File: config.mk
export PLATFORM = sky130hd
export DESIGN_NAME = player_mover
export DESIGN_NICKNAME = d
export VERILOG_FILES = /design/src/rtl/game_pkg.sv /design/src/rtl/grid_step.sv /design/src/rtl/player_mover.sv
export SDC_FILE = /design/constraint.sdc
export NUM_CORES = 1
export LEC_CHECK = 0
export CAP_MARGIN = 20
export CORE_MARGIN = 3
export CORE_UTILIZATION = 52
export CTS_CLUSTER_DIAMETER = 80
export DETAILED_ROUTE_END_ITERATION = 8
export HOLD_SLACK_MARGIN = 0.12
export PLACE_DENSITY = 0.89
export RECOVER_POWER = 25
export SLEW_MARGIN = 15
export SYNTH_ARGS = -nofsm -noshare
export SYNTH_HDL_FRONTEND = slang
export SYNTH_SLANG_ARGS = --single-unit
File: constraint.sdc
create_clock -name clk -period 1.8 [get_ports clk]
set_input_delay 0.36 -clock clk [delete_from_list [all_inputs] [get_ports clk]]
set_output_delay 0.36 -clock clk [all_outputs]
set_load 0.005 [all_outputs]
File: src/rtl/game_pkg.sv
// Shared game types: tile and direction codes, mover FSM states and
// the board-map coordinate-to-address helper.
package game_pkg;

    typedef logic [2:0] tile_t;
    typedef logic [2:0] dir_t;

    localparam tile_t TILE   = 3'b000;
    localparam tile_t PLAYER = 3'b001;
    localparam tile_t WALL   = 3'b010;
    localparam tile_t BLOCK  = 3'b011;

    localparam dir_t DIR_IDLE  = 3'b000;
    localparam dir_t DIR_UP    = 3'b001;
    localparam dir_t DIR_RIGHT = 3'b010;
    localparam dir_t DIR_DOWN  = 3'b011;
    localparam dir_t DIR_LEFT  = 3'b100;

    typedef enum logic [2:0] {
        ST_IDLE   = 3'd0,
        ST_CALC   = 3'd1,
        ST_REJECT = 3'd2,
        ST_WR_OLD = 3'd3,
        ST_WR_NEW = 3'd4,
        ST_UPDATE = 3'd5
    } mover_state_e;

    function automatic logic dir_is_move(input dir_t d);
        return (d >= DIR_UP) && (d <= DIR_LEFT);
    endfunction

    // Row-major address; callers truncate to their RAM address width.
    function automatic int coord_to_addr(input int x, input int y, input int grid_w);
        return y * grid_w + x;
    endfunction

endpackage

File: src/rtl/grid_step.sv
// One-cell step on the board: next coordinate for a direction, an
// off-grid flag (no wrap-around) and the map address of the current cell.
module grid_step
    import game_pkg::*;
#(
    parameter int GRID_W = 16,
    parameter int GRID_H = 12,
    parameter int XW     = 4,
    parameter int YW     = 4,
    parameter int ADDR_W = 8
) (
    input  logic [XW-1:0]     x,
    input  logic [YW-1:0]     y,
    input  dir_t              dir,
    output logic [XW-1:0]     nx,
    output logic [YW-1:0]     ny,
    output logic              oob,
    output logic [ADDR_W-1:0] addr
);

    int addr_full_s;

    // Neighbour coordinate and edge detection for the requested direction.
    always_comb begin
        nx  = x;
        ny  = y;
        oob = 1'b0;
        case (dir)
            DIR_UP: begin
                if (y == YW'(0)) oob = 1'b1;
                else             ny  = y - YW'(1);
            end
            DIR_DOWN: begin
                if (y == YW'(GRID_H - 1)) oob = 1'b1;
                else                      ny  = y + YW'(1);
            end
            DIR_LEFT: begin
                if (x == XW'(0)) oob = 1'b1;
                else             nx  = x - XW'(1);
            end
            DIR_RIGHT: begin
                if (x == XW'(GRID_W - 1)) oob = 1'b1;
                else                      nx  = x + XW'(1);
            end
            default: begin
                nx  = x;
                ny  = y;
                oob = 1'b0;
            end
        endcase
    end

    // Address of the cell currently addressed by x/y.
    always_comb begin
        addr_full_s = coord_to_addr(int'(x), int'(y), GRID_W);
    end

    assign addr = addr_full_s[ADDR_W-1:0];

endmodule

File: src/rtl/player_mover.sv
// Applies an accepted move to the board map (clear old cell, set new cell)
// and then commits the new player coordinates and the saturating move count.
module player_mover
    import game_pkg::*;
#(
    parameter int GRID_W  = 16,
    parameter int GRID_H  = 12,
    parameter int XW      = 4,
    parameter int YW      = 4,
    parameter int ADDR_W  = 8,
    parameter int START_X = 5,
    parameter int START_Y = 5,
    parameter int CNT_W   = 10
) (
    input  logic              clk,
    input  logic              resetn,
    input  logic              ld,
    input  dir_t              dir,
    output logic              wr_en,
    output logic [ADDR_W-1:0] wr_addr,
    output tile_t             wr_data,
    input  logic              wr_ack,
    output logic              busy,
    output logic              done,
    output logic              err,
    output logic [XW-1:0]     player_x,
    output logic [YW-1:0]     player_y,
    output logic [CNT_W-1:0]  move_count
);

    if (GRID_W * GRID_H > (1 << ADDR_W)) begin : g_addr_check
        $error("player_mover: GRID_W*GRID_H does not fit in ADDR_W address bits");
    end

    mover_state_e      state_r, state_next_s;
    dir_t              dir_q_r;
    logic [XW-1:0]     nx_r, px_r, step_nx_s;
    logic [YW-1:0]     ny_r, py_r, step_ny_s;
    logic [CNT_W-1:0]  cnt_r;
    logic              step_oob_s;
    logic [ADDR_W-1:0] cur_addr_s, new_addr_s;
    int                new_addr_full_s;

    logic              wr_en_r, wr_en_next_s;
    logic [ADDR_W-1:0] wr_addr_r, wr_addr_next_s;
    tile_t             wr_data_r, wr_data_next_s;
    logic              busy_r, busy_next_s;
    logic              done_r, done_next_s;
    logic              err_r, err_next_s;

    grid_step #(
        .GRID_W (GRID_W),
        .GRID_H (GRID_H),
        .XW     (XW),
        .YW     (YW),
        .ADDR_W (ADDR_W)
    ) u_grid_step (
        .x    (px_r),
        .y    (py_r),
        .dir  (dir_q_r),
        .nx   (step_nx_s),
        .ny   (step_ny_s),
        .oob  (step_oob_s),
        .addr (cur_addr_s)
    );

    // Map address of the latched destination cell.
    always_comb begin
        new_addr_full_s = coord_to_addr(int'(nx_r), int'(ny_r), GRID_W);
    end

    assign new_addr_s = new_addr_full_s[ADDR_W-1:0];

    // Next state, then the Moore outputs of that state so they can be registered.
    always_comb begin
        state_next_s   = state_r;
        wr_en_next_s   = 1'b0;
        wr_addr_next_s = {ADDR_W{1'b0}};
        wr_data_next_s = TILE;
        busy_next_s    = 1'b0;
        done_next_s    = 1'b0;
        err_next_s     = 1'b0;

        case (state_r)
            ST_IDLE: begin
                if (ld && dir_is_move(dir)) state_next_s = ST_CALC;
                else                        state_next_s = ST_IDLE;
            end
            ST_CALC: begin
                if (step_oob_s) state_next_s = ST_REJECT;
                else            state_next_s = ST_WR_OLD;
            end
            ST_REJECT: state_next_s = ST_IDLE;
            ST_WR_OLD: begin
                if (wr_ack) state_next_s = ST_WR_NEW;
                else        state_next_s = ST_WR_OLD;
            end
            ST_WR_NEW: begin
                if (wr_ack) state_next_s = ST_UPDATE;
                else        state_next_s = ST_WR_NEW;
            end
            ST_UPDATE: state_next_s = ST_IDLE;
            default:   state_next_s = ST_IDLE;
        endcase

        // Player position is stable until UPDATE, so cur_addr_s is the old cell.
        case (state_next_s)
            ST_IDLE: busy_next_s = 1'b0;
            ST_CALC: busy_next_s = 1'b1;
            ST_REJECT: begin
                busy_next_s = 1'b1;
                err_next_s  = 1'b1;
            end
            ST_WR_OLD: begin
                busy_next_s    = 1'b1;
                wr_en_next_s   = 1'b1;
                wr_addr_next_s = cur_addr_s;
                wr_data_next_s = TILE;
            end
            ST_WR_NEW: begin
                busy_next_s    = 1'b1;
                wr_en_next_s   = 1'b1;
                wr_addr_next_s = new_addr_s;
                wr_data_next_s = PLAYER;
            end
            ST_UPDATE: begin
                busy_next_s = 1'b1;
                done_next_s = 1'b1;
            end
            default: busy_next_s = 1'b0;
        endcase
    end

    // State, latched move operands, player position, counter and output registers.
    always_ff @(posedge clk) begin
        if (!resetn) begin
            state_r   <= ST_IDLE;
            dir_q_r   <= DIR_IDLE;
            nx_r      <= XW'(START_X);
            ny_r      <= YW'(START_Y);
            px_r      <= XW'(START_X);
            py_r      <= YW'(START_Y);
            cnt_r     <= {CNT_W{1'b0}};
            wr_en_r   <= 1'b0;
            wr_addr_r <= {ADDR_W{1'b0}};
            wr_data_r <= TILE;
            busy_r    <= 1'b0;
            done_r    <= 1'b0;
            err_r     <= 1'b0;
        end else begin
            state_r   <= state_next_s;
            wr_en_r   <= wr_en_next_s;
            wr_addr_r <= wr_addr_next_s;
            wr_data_r <= wr_data_next_s;
            busy_r    <= busy_next_s;
            done_r    <= done_next_s;
            err_r     <= err_next_s;
            if (state_r == ST_IDLE && state_next_s == ST_CALC) begin
                dir_q_r <= dir;
            end
            if (state_r == ST_CALC) begin
                nx_r <= step_nx_s;
                ny_r <= step_ny_s;
            end
            if (state_r == ST_UPDATE) begin
                px_r <= nx_r;
                py_r <= ny_r;
                if (cnt_r != {CNT_W{1'b1}}) cnt_r <= cnt_r + CNT_W'(1);
            end
        end
    end

    assign wr_en      = wr_en_r;
    assign wr_addr    = wr_addr_r;
    assign wr_data    = wr_data_r;
    assign busy       = busy_r;
    assign done       = done_r;
    assign err        = err_r;
    assign player_x   = px_r;
    assign player_y   = py_r;
    assign move_count = cnt_r;

endmodule

==> results.json, run 1 <==
{
  "grt_start_max_net_pins": 15,
  "placeableCoreArea_sq_mm": 0.00409,
  "remaining_drc_errors": 0,
  "place_inst": 359,
  "synthTopCellsByArea": "dfxtp_1 40%, nand2_1 4.7%, mux2i_1 4.0%",
  "drt_wl_total_microns": 6110,
  "critical_path_fanout_max": 4,
  "netlist.top_cell.by_area": "dfxtp_1",
  "drt-wirelength-per-cell_microns": 16.6,
  "route.antenna.remaining_nets": 0,
  "finalNonFillerCells": 368,
  "synth.cells.most_frequent": "45 x dfxtp_1, 28 x nand2_1, 21 x nor2_1, 13 x nand3_1, 12 x a21oi_1",
  "finish.instance_area_sq_mm": 0.00304,
  "drt-pass1-iter-count": 5,
  "port_buffers": 37,
  "hold_buffers": 0,
  "timing_hold_violations_final": 0,
  "finished_core_util_pct": 74.5,
  "slew_headroom_pct": 63.8,
  "skew_ps": 8.53,
  "globalRouteOverflowTotal": 0,
  "post_synth_design_cell_area_sq_mm": 0.00225,
  "synth-main-ff-cell": "dfxtp_1",
  "ys_seq_area_share_pct": 40.0,
  "power.ir.vdd_worst_mv": 0.513,
  "drive_gt1_share_pct": 20.4,
  "area_growth_syn_to_layout_pct": 35.2,
  "clock_insertion_delay_worst_skew_ps": 310,
  "netlist-cell-type-count": 56,
  "crit_path_cell_trace": "buf_4 > ha_2 > nand4b_1 > o21ai_2 > nor4_4 > buf_4 > nand4bb_4 > and2_4",
  "global_route_wire_length_before_repair_microns": 9060,
  "synth-seq-cells": 45,
  "edff_count_synth": 0,
  "synth_largest_type_area_fraction_pct": 40.0,
  "critical_path.startpoint_type": "flop",
  "gp_congestion": 0.944,
  "drt_first_iter_violations": 183,
  "place.detailed.hpwl_microns": 3940,
  "power.static_leakage_nw": 1.20,
  "timing.rr.start": "player_x[0]",
  "path_clk_slew_ps": 90,
  "rows": 23,
  "antenna_violations_before_repair": 0,
  "async_flop_share_pct": 0,
  "finish.net_count": 329,
  "cts-root-to-sink-buffers": 2,
  "instance_area_after_placement_sq_mm": 0.00280,
  "worst-r2r-cell-count": 8,
  "timing.final.setup_violations": 6,
  "register_to_register_setup_slack_ps": -50,
  "tightest_slew_ps": 543,
  "tritoncts_num_sinks": 45,
  "destination_of_the_critical_timing_path": "state_r[0]",
  "n_antenna_cell": 0,
  "grt_pass1_vias": 2006,
  "critPathMaxStageDelay_ps": 390,
  "cts-htree-levels": 2,
  "fp.dieH_microns": 71.8,
  "drv_slew": 0,
  "worstPathRequired_ps": 2060,
  "number_of_maximum_capacitance_constraint_violations": 0,
  "setup.worst_path.start": "player_x[0]",
  "worst_ep_arrival_time_ps": 2110,
  "avgSynthCellArea_sq_um": 8.76,
  "die_area_sq_mm": 0.00516,
  "period_needed_ps": 1850,
  "critPathKind": "flop to flop",
  "multi_input_logic_area_sq_mm": 0.00132,
  "layout.filler_cells": 300,
  "period_share_pct": 103,
  "pwr_density_cell_mw_per_mm2": 724,
  "slowest_stage": "nor4_4",
  "ctsRootBufferMaster": "clkbuf_8",
  "final_setup_slack_of_the_worst_path_ps": -53.4,
  "numCtsBuffers": 5,
  "grt_setup_unrepaired": "yes",
  "failed_checks": "negative setup slack",
  "groute.usage.overall_pct": 22.0,
  "layout.area.seq_sq_um": 910,
  "synth_warnings": 0,
  "status": "finished with violations",
  "max_freq_ghz": 0.540,
  "initial_core_util_pct": 55.1,
  "post_drt_via_cell_ratio": 5.90,
  "synthesis.instances": 257,
  "ios": 40,
  "final.setup.tns_ps": -166,
  "vias": 2172,
  "cp-end-kind": "flop",
  "tritoncts_clock_tree": "done",
  "holdCritPathClass": "flop to flop",
  "synth.most_common_cell": "dfxtp_1",
  "worstReg2RegEnd": "state_r[0]",
  "cpMostUsedCell": "buf_4",
  "dieWidth_microns": 71.8
}
## sequential cells by signal, indices dropped and copies added (netlist names)
signal / count
busy: 1
dir_q_r: 3
done: 1
err: 1
move_count: 10
nx_r: 4
ny_r: 4
player_x: 4
player_y: 4
state_r: 3
wr_addr: 8
wr_data: 1
wr_en: 1
## what timing repair did
item	in CTS	in global routing
setup endpoints to repair	6	16
pin swaps	1	9
gates cloned	0	1
setup buffers	0	0
gates resized for setup	1	24
## power by group
| group | switching (mW) | internal [mW] |
|---|---|---|
| clock network | 0.366 | 0.552 |
| logic | 0.123 | 0.114 |
| registers | 0.0255 | 1.02 |
## how the worst min path moves through the flow
stage	startpoint	slack [ps]	end	depth (start not counted)
5_1_grt	ny_r[1]	500	player_y[1]	2
2_1_floorplan	ny_r[3]	440	player_y[3]	2
6_report	nx_r[3]	480	player_x[3]	2
4_1_cts	ny_r[1]	470	player_y[1]	2
3_3_place_gp	ny_r[1]	450	player_y[1]	2
3_5_place_dp	ny_r[3]	460	player_y[3]	2
## critical path: cells and delay by family (launching register included)
kind	cells	cell delay [ps]
buf+inv	2	320
compound gates	1	100
simple gates	4	840
fa+ha+maj	1	210
flops	1	340
## stage by stage
stage / hold WS (ps) / setup WS [ps] / power [mW]
2_1_floorplan: 442 / 140 / 1.19
3_3_place_gp: 453 / 48.5 / 1.27
3_5_place_dp: 458 / -81.7 / 1.28
4_1_cts: 472 / -3.07 / 2.17
5_1_grt: 503 / -100 / 2.26
6_report: 479 / -53.4 / 2.20
## cell usage in the layout, fill, tap and decap left out, types with 4 or more instances in the layout
cell type and instances:
nand3_1 13, and2_1 7, a21oi_1 12, buf_4 28
nor3_1 8, inv_1 5, dfxtp_1 40, clkbuf_8 5
mux2i_1 9, dfxtp_2 4, nand2b_1 7, a22o_1 10
nor2_1 21, nand2_1 28, o21ai_0 10, clkdlybuf4s50_1 35
xor2_1 4, xnor2_1 6, nand4_1 4
## routing by layer
metal	up-vias	wire length, microns	global-route usage (%)
met1	1022	2520	26.6
met3	13	381	4.07
met4	0	119	10.4
met2	114	3090	37.8
li1	1023	-	-
met5	-	0	0
## cell families after synthesis
kind of cell    count (synthesis)  synth area share, %
simple gates                  112                 26.5
compound gates                 51                 15.7
flops                          45                 40.0
buf+inv                        23                 6.44
xor+xnor                       10                 3.89
mux                            10                 4.50
fa+ha+maj                       5                 2.78
other cells                     1                0.167
## layout make-up
cell class	count	area share (%)
Clock buffer	5	2.26
Clock inverter	3	2.14
Inverter	7	0.945
Multi-Input combinational cell	191	43.4
Sequential cell	45	29.9
Tap cell	50	2.06
Timing Repair Buffer	67	19.3
Note: power is estimated with default switching activity, not from simulation.
==> run 2, diff against run 1 <==
--- a/config.mk
+++ b/config.mk
@@ -10,7 +10,9 @@
 export CORE_UTILIZATION = 52
 export CTS_CLUSTER_DIAMETER = 80
 export DETAILED_ROUTE_END_ITERATION = 8
+export GPL_ROUTABILITY_DRIVEN = 0
 export HOLD_SLACK_MARGIN = 0.12
+export MAX_ROUTING_LAYER = met4
 export PLACE_DENSITY = 0.89
 export RECOVER_POWER = 25
 export SLEW_MARGIN = 15
==> run 2 against run 1 <==
Against the previous run:
- the flow still finishes with violations (negative setup slack)
- wire length grew 0.26%
- register-to-register slack is essentially flat
- clock power is essentially flat
- global-route usage grew 0.72 points
- flip-flop and latch count is the same
- critical path depth is the same
==> results.json, run 2 (synthesis gave the netlist of run 1 again) <==
{
  "drt-wirelength-per-cell_microns": 16.7,
  "die_area_sq_mm": 0.00516,
  "critical_path.n_buffers_inverters": 2,
  "globalRouteOverflowTotal": 0,
  "pwr_density_cell_mw_per_mm2": 722,
  "worst-r2r-cell-count": 8,
  "drt_first_iter_violations": 180,
  "place_inst": 359,
  "timing.rr.start": "player_x[0]",
  "register_to_register_setup_slack_ps": -50,
  "total_power_mw": 2.20,
  "largest_reg_flops": 10,
  "remaining_drc_errors": 0,
  "hold_start": "nx_r[3]",
  "antenna_violations_before_repair": 0,
  "initial_core_util_pct": 55.1,
  "power.ir.vdd_worst_mv": 0.508,
  "post_drt_via_cell_ratio": 5.83,
  "area_growth_syn_to_layout_pct": 35.3,
  "slew_headroom_pct": 64.1,
  "fp.dieH_microns": 71.8,
  "dieWidth_microns": 71.8,
  "grt_pass1_vias": 2005,
  "route.antenna.remaining_nets": 0,
  "worst_ep_arrival_time_ps": 2110,
  "final_cell_mix": "40 x dfxtp_1, 35 x clkdlybuf4s50_1, 28 x nand2_1, 28 x buf_4, 20 x nor2_1",
  "postCtsSetupBuffers": 0,
  "period_needed_ps": 1850,
  "rows": 23,
  "clock_insertion_delay_worst_skew_ps": 310,
  "period_share_pct": 103,
  "critical_path_fanout_max": 4,
  "path_clk_slew_ps": 90,
  "ctsRootBufferMaster": "clkbuf_8",
  "finish.net_count": 329,
  "timing_hold_violations_final": 0,
  "critPathKind": "flop to flop",
  "ios": 40,
  "layout.area.seq_sq_um": 910,
  "worstHoldEndpoint": "player_x[3]",
  "vias": 2146,
  "grt_setup_unrepaired": "yes",
  "drt-pass1-iter-count": 4,
  "critical_path.startpoint_type": "flop",
  "crit_path_cell_trace": "buf_4 > ha_2 > nand4b_1 > o21ai_2 > nor4_4 > buf_4 > nand4bb_4 > and2_4",
  "power.static_leakage_nw": 1.19,
  "drive_gt1_share_pct": 20.8,
  "max_freq_ghz": 0.541,
  "skew_ps": 9.52,
  "place.detailed.hpwl_microns": 3940,
  "worstReg2RegEnd": "state_r[0]",
  "drt_wl_total_microns": 6130,
  "failed_checks": "negative setup slack",
  "min_delay_path_depth": 2,
  "worstPathRequired_ps": 2060,
  "tightest_slew_ps": 538,
  "groute.usage.overall_pct": 22.8,
  "tritoncts_num_sinks": 45,
  "numCtsBuffers": 5,
  "cts-htree-levels": 2,
  "grt_start_max_net_pins": 15,
  "finished_core_util_pct": 74.6,
  "final_setup_slack_of_the_worst_path_ps": -48.7,
  "critPathMaxStageDelay_ps": 390,
  "hold_buffers": 0,
  "placeableCoreArea_sq_mm": 0.00409,
  "port_buffers": 37,
  "multi_input_logic_area_sq_mm": 0.00132,
  "status": "finished with violations",
  "global_route_wire_length_before_repair_microns": 9090,
  "holdCritPathClass": "flop to flop",
  "path_delay_family": "simple AND/OR/NAND/NOR gates",
  "drv_slew": 0,
  "finalNonFillerCells": 368,
  "cpMostUsedCell": "buf_4",
  "cts-root-to-sink-buffers": 2,
  "layout.filler_cells": 298,
  "timing.final.setup_violations": 5,
  "dp_slack_ps": -81.7,
  "cp-end-kind": "flop",
  "n_antenna_cell": 0,
  "number_of_maximum_capacitance_constraint_violations": 0,
  "slowest_stage": "nor4_4",
  "tritoncts_clock_tree": "done",
  "mostFrequentLayoutCell": "dfxtp_1"
}
==> run 2: changes by cell type in the layout (fill, tap and decap cells not counted) <==
cell    change
nor2_1      -1
nor2_2      +1
==> run 2: layout make-up <==
type / count / share of cell area [%]
Tap cell: 50 / 2.05
Sequential cell: 45 / 29.9
Clock buffer: 5 / 2.26
Clock inverter: 3 / 2.14
Timing Repair Buffer: 67 / 19.3
Multi-Input combinational cell: 191 / 43.4
Inverter: 7 / 0.945
==> run 2: worst register-to-register path, stage by stage, from the launching register on <==
cell and delay (ps):
dfxtp_2 340, buf_4 140, ha_2 210, nand4b_1 160, o21ai_2 90, nor4_4 390
buf_4 180, nand4bb_4 140, and2_4 150
==> run 2: through the flow <==
stage | TNS (ps) | cell area (sq um) | hold slack, ps
after floorplan | 0 | 2260 | 442
after global placement | 0 | 2800 | 453
after detailed placement | -151 | 2800 | 458
after CTS | -3.07 | 2940 | 472
after global routing | -568 | 3050 | 503
final | -108 | 3050 | 477
==> run 2: worst max path at each step <==
stage / slack (ps) / start / endpoint / cells after the start
3_5_place_dp: -80 / dir[0] / dir_q_r[0] / 6
4_1_cts: -3 / player_y[1] / wr_addr[3] / 6
2_1_floorplan: 140 / player_y[0] / wr_en / 8
5_1_grt: -100 / player_x[0] / state_r[0] / 8
3_3_place_gp: 50 / dir[2] / done / 5
6_report: -50 / player_x[0] / state_r[0] / 8
==> run 2: routing by layer <==
metal / routed length [microns] / part of all wire, % / track usage (%)
met1: 2490 / 41 / 26.9
met2: 3070 / 50 / 37.7
met3: 487 / 7.9 / 3.93
met4: 90 / 1.5 / 10.4
met5: 0 / 0 / -
==> run 2: repair_timing <==
item / 4_1_cts / 5_1_grt
pin swaps: 1 / 9
gates cloned: 0 / 1
gates resized for setup: 1 / 25
endpoints found under the setup margin: 6 / 16
==> run 2: power by group <==
part / total, mW / switching, mW / internal [mW]
registers: 1.05 / 0.0258 / 1.02
logic: 0.237 / 0.123 / 0.114
clock network: 0.915 / 0.363 / 0.552
total: 2.20 / 0.512 / 1.69
==> run 3, diff against run 2 <==
==> constraint.sdc (replaced) <==
create_clock -name clk -period 1.87 [get_ports clk]
set_input_delay 0.374 -clock clk [delete_from_list [all_inputs] [get_ports clk]]
set_output_delay 0.374 -clock clk [all_outputs]
set_load 0.005 [all_outputs]
==> run 3 against run 2 <==
Against the previous run:
- the flow now finishes without violations
- sequential power is 4% lower
- final area decreased by 5.8%
- non-clock buffer count decreased by 10
- clock skew down 4.0 ps
- register-to-register slack better by 100 ps
- via count fell by 5.4%
- count of clock-buffer cells in the layout unchanged
- worst hold slack got worse by 10 ps
- critical path type unchanged
==> results.json, run 3 (synthesis gave the netlist of run 1 again) <==
{
  "drt_first_iter_violations": 206,
  "tightest_slew_ps": 684,
  "area_growth_syn_to_layout_pct": 27.4,
  "final_cell_mix": "41 x dfxtp_1, 31 x clkdlybuf4s50_1, 28 x nand2_1",
  "tritoncts_clock_tree": "done",
  "cts-htree-levels": 2,
  "vias": 2030,
  "timing_hold_violations_final": 0,
  "power.ir.vdd_worst_mv": 0.482,
  "ctsRootBufferMaster": "clkbuf_8",
  "fp.dieH_microns": 71.8,
  "critical_path.startpoint_type": "flop",
  "mostFrequentLayoutCell": "dfxtp_1",
  "worst_ep_arrival_time_ps": 2060,
  "finished_core_util_pct": 70.2,
  "post_drt_via_cell_ratio": 5.67,
  "rows": 23,
  "finalNonFillerCells": 358,
  "slew_headroom_pct": 54.4,
  "die_area_sq_mm": 0.00516,
  "dieWidth_microns": 71.8,
  "remaining_drc_errors": 0,
  "finish.net_count": 319,
  "number_of_maximum_capacitance_constraint_violations": 0,
  "drive_gt1_share_pct": 15.9,
  "globalRouteOverflowTotal": 0,
  "place.detailed.hpwl_microns": 3600,
  "groute.usage.overall_pct": 20.7,
  "worstPathRequired_ps": 2120,
  "drt-pass1-iter-count": 4,
  "placeableCoreArea_sq_mm": 0.00409,
  "critical_path_fanout_max": 5,
  "drt-wirelength-per-cell_microns": 14.4,
  "grt_start_max_net_pins": 18,
  "max_freq_ghz": 0.551,
  "instance_area_after_placement_sq_mm": 0.00271,
  "ios": 40,
  "route.antenna.remaining_nets": 0,
  "status": "finished clean",
  "port_buffers": 37,
  "initial_core_util_pct": 55.1,
  "hold_ws_ps": 467,
  "place_inst": 348,
  "period_needed_ps": 1810,
  "largest_reg_flops": 10,
  "critPathKind": "flop to flop",
  "cts-root-to-sink-buffers": 2,
  "total_power_mw": 1.81,
  "power.static_leakage_nw": 1.13,
  "grt_pass1_vias": 1840,
  "clock_insertion_delay_worst_skew_ps": 310,
  "register_to_register_setup_slack_ps": 60,
  "pwr_density_cell_mw_per_mm2": 632,
  "drv_slew": 0,
  "path_clk_slew_ps": 80,
  "cp-end-kind": "flop",
  "n_antenna_cell": 0,
  "finish.instance_area_sq_mm": 0.00287,
  "holdCritPathClass": "flop to flop",
  "tritoncts_num_sinks": 45,
  "antenna_violations_before_repair": 0,
  "global_route_wire_length_before_repair_microns": 8190,
  "timing.final.setup_violations": 0,
  "numCtsBuffers": 5,
  "period_share_pct": 97.0,
  "drt_wl_total_microns": 5170,
  "skew_ps": 5.54
}
run 3: per-layer routing:
metal  up-vias  share of wire, %  GRT usage [%]
met5         -                 0              -
met2        76                47           33.3
met4         0               1.3           8.35
met1       937                44           25.0
met3         7               7.8           4.63
li1       1010                 -              -
run 3: what timing repair did:
item                       in CTS  in global routing
setup endpoints to repair       0                 15
hold buffers                    0                  0
resized for setup               0                 12
setup buffers                   0                  1
run 3: worst paths after layout:
check,depth (start not counted),from,end
setup / recovery,7,player_x[1],wr_addr[6]
hold / removal,2,nx_r[1],player_x[1]
setup reg to reg,7,player_x[1],wr_addr[6]
hold reg to reg,2,nx_r[1],player_x[1]
run 3: power by group:
group	internal, mW	switching, mW
Clock	0.265	0.347
Sequential	0.984	0.0290
Combinational	0.0906	0.0962
Total	1.34	0.473
run 3: worst max-delay path, stage by stage (launching register included):
cell and delay, ps:
dfxtp_4 370, inv_1 60, ha_2 170, nor3b_2 160, and3_4 190, nor4_4 350, a22o_2 290, a22o_1 160
run 3: cell type report:
| cell class | instances | area, sq um |
|---|---|---|
| Multi-Input combinational cell | 191 | 1270 |
| Fill cell | 324 | 1220 |
| Sequential cell | 45 | 908 |
| Timing Repair Buffer | 57 | 514 |
| Clock buffer | 5 | 68.8 |
| Tap cell | 50 | 62.6 |
| Inverter | 7 | 26.3 |
| Clock inverter | 3 | 22.5 |
run 3: stage by stage:
| step | setup TNS [ps] | worst slack (ps) |
|---|---|---|
| global route | -9.03 | -3.96 |
| floorplan | 0 | 210 |
| global placement | 0 | 74.4 |
| detailed placement | 0 | 45.5 |
| CTS | 0 | 9.15 |
| finish | 0 | 55.5 |
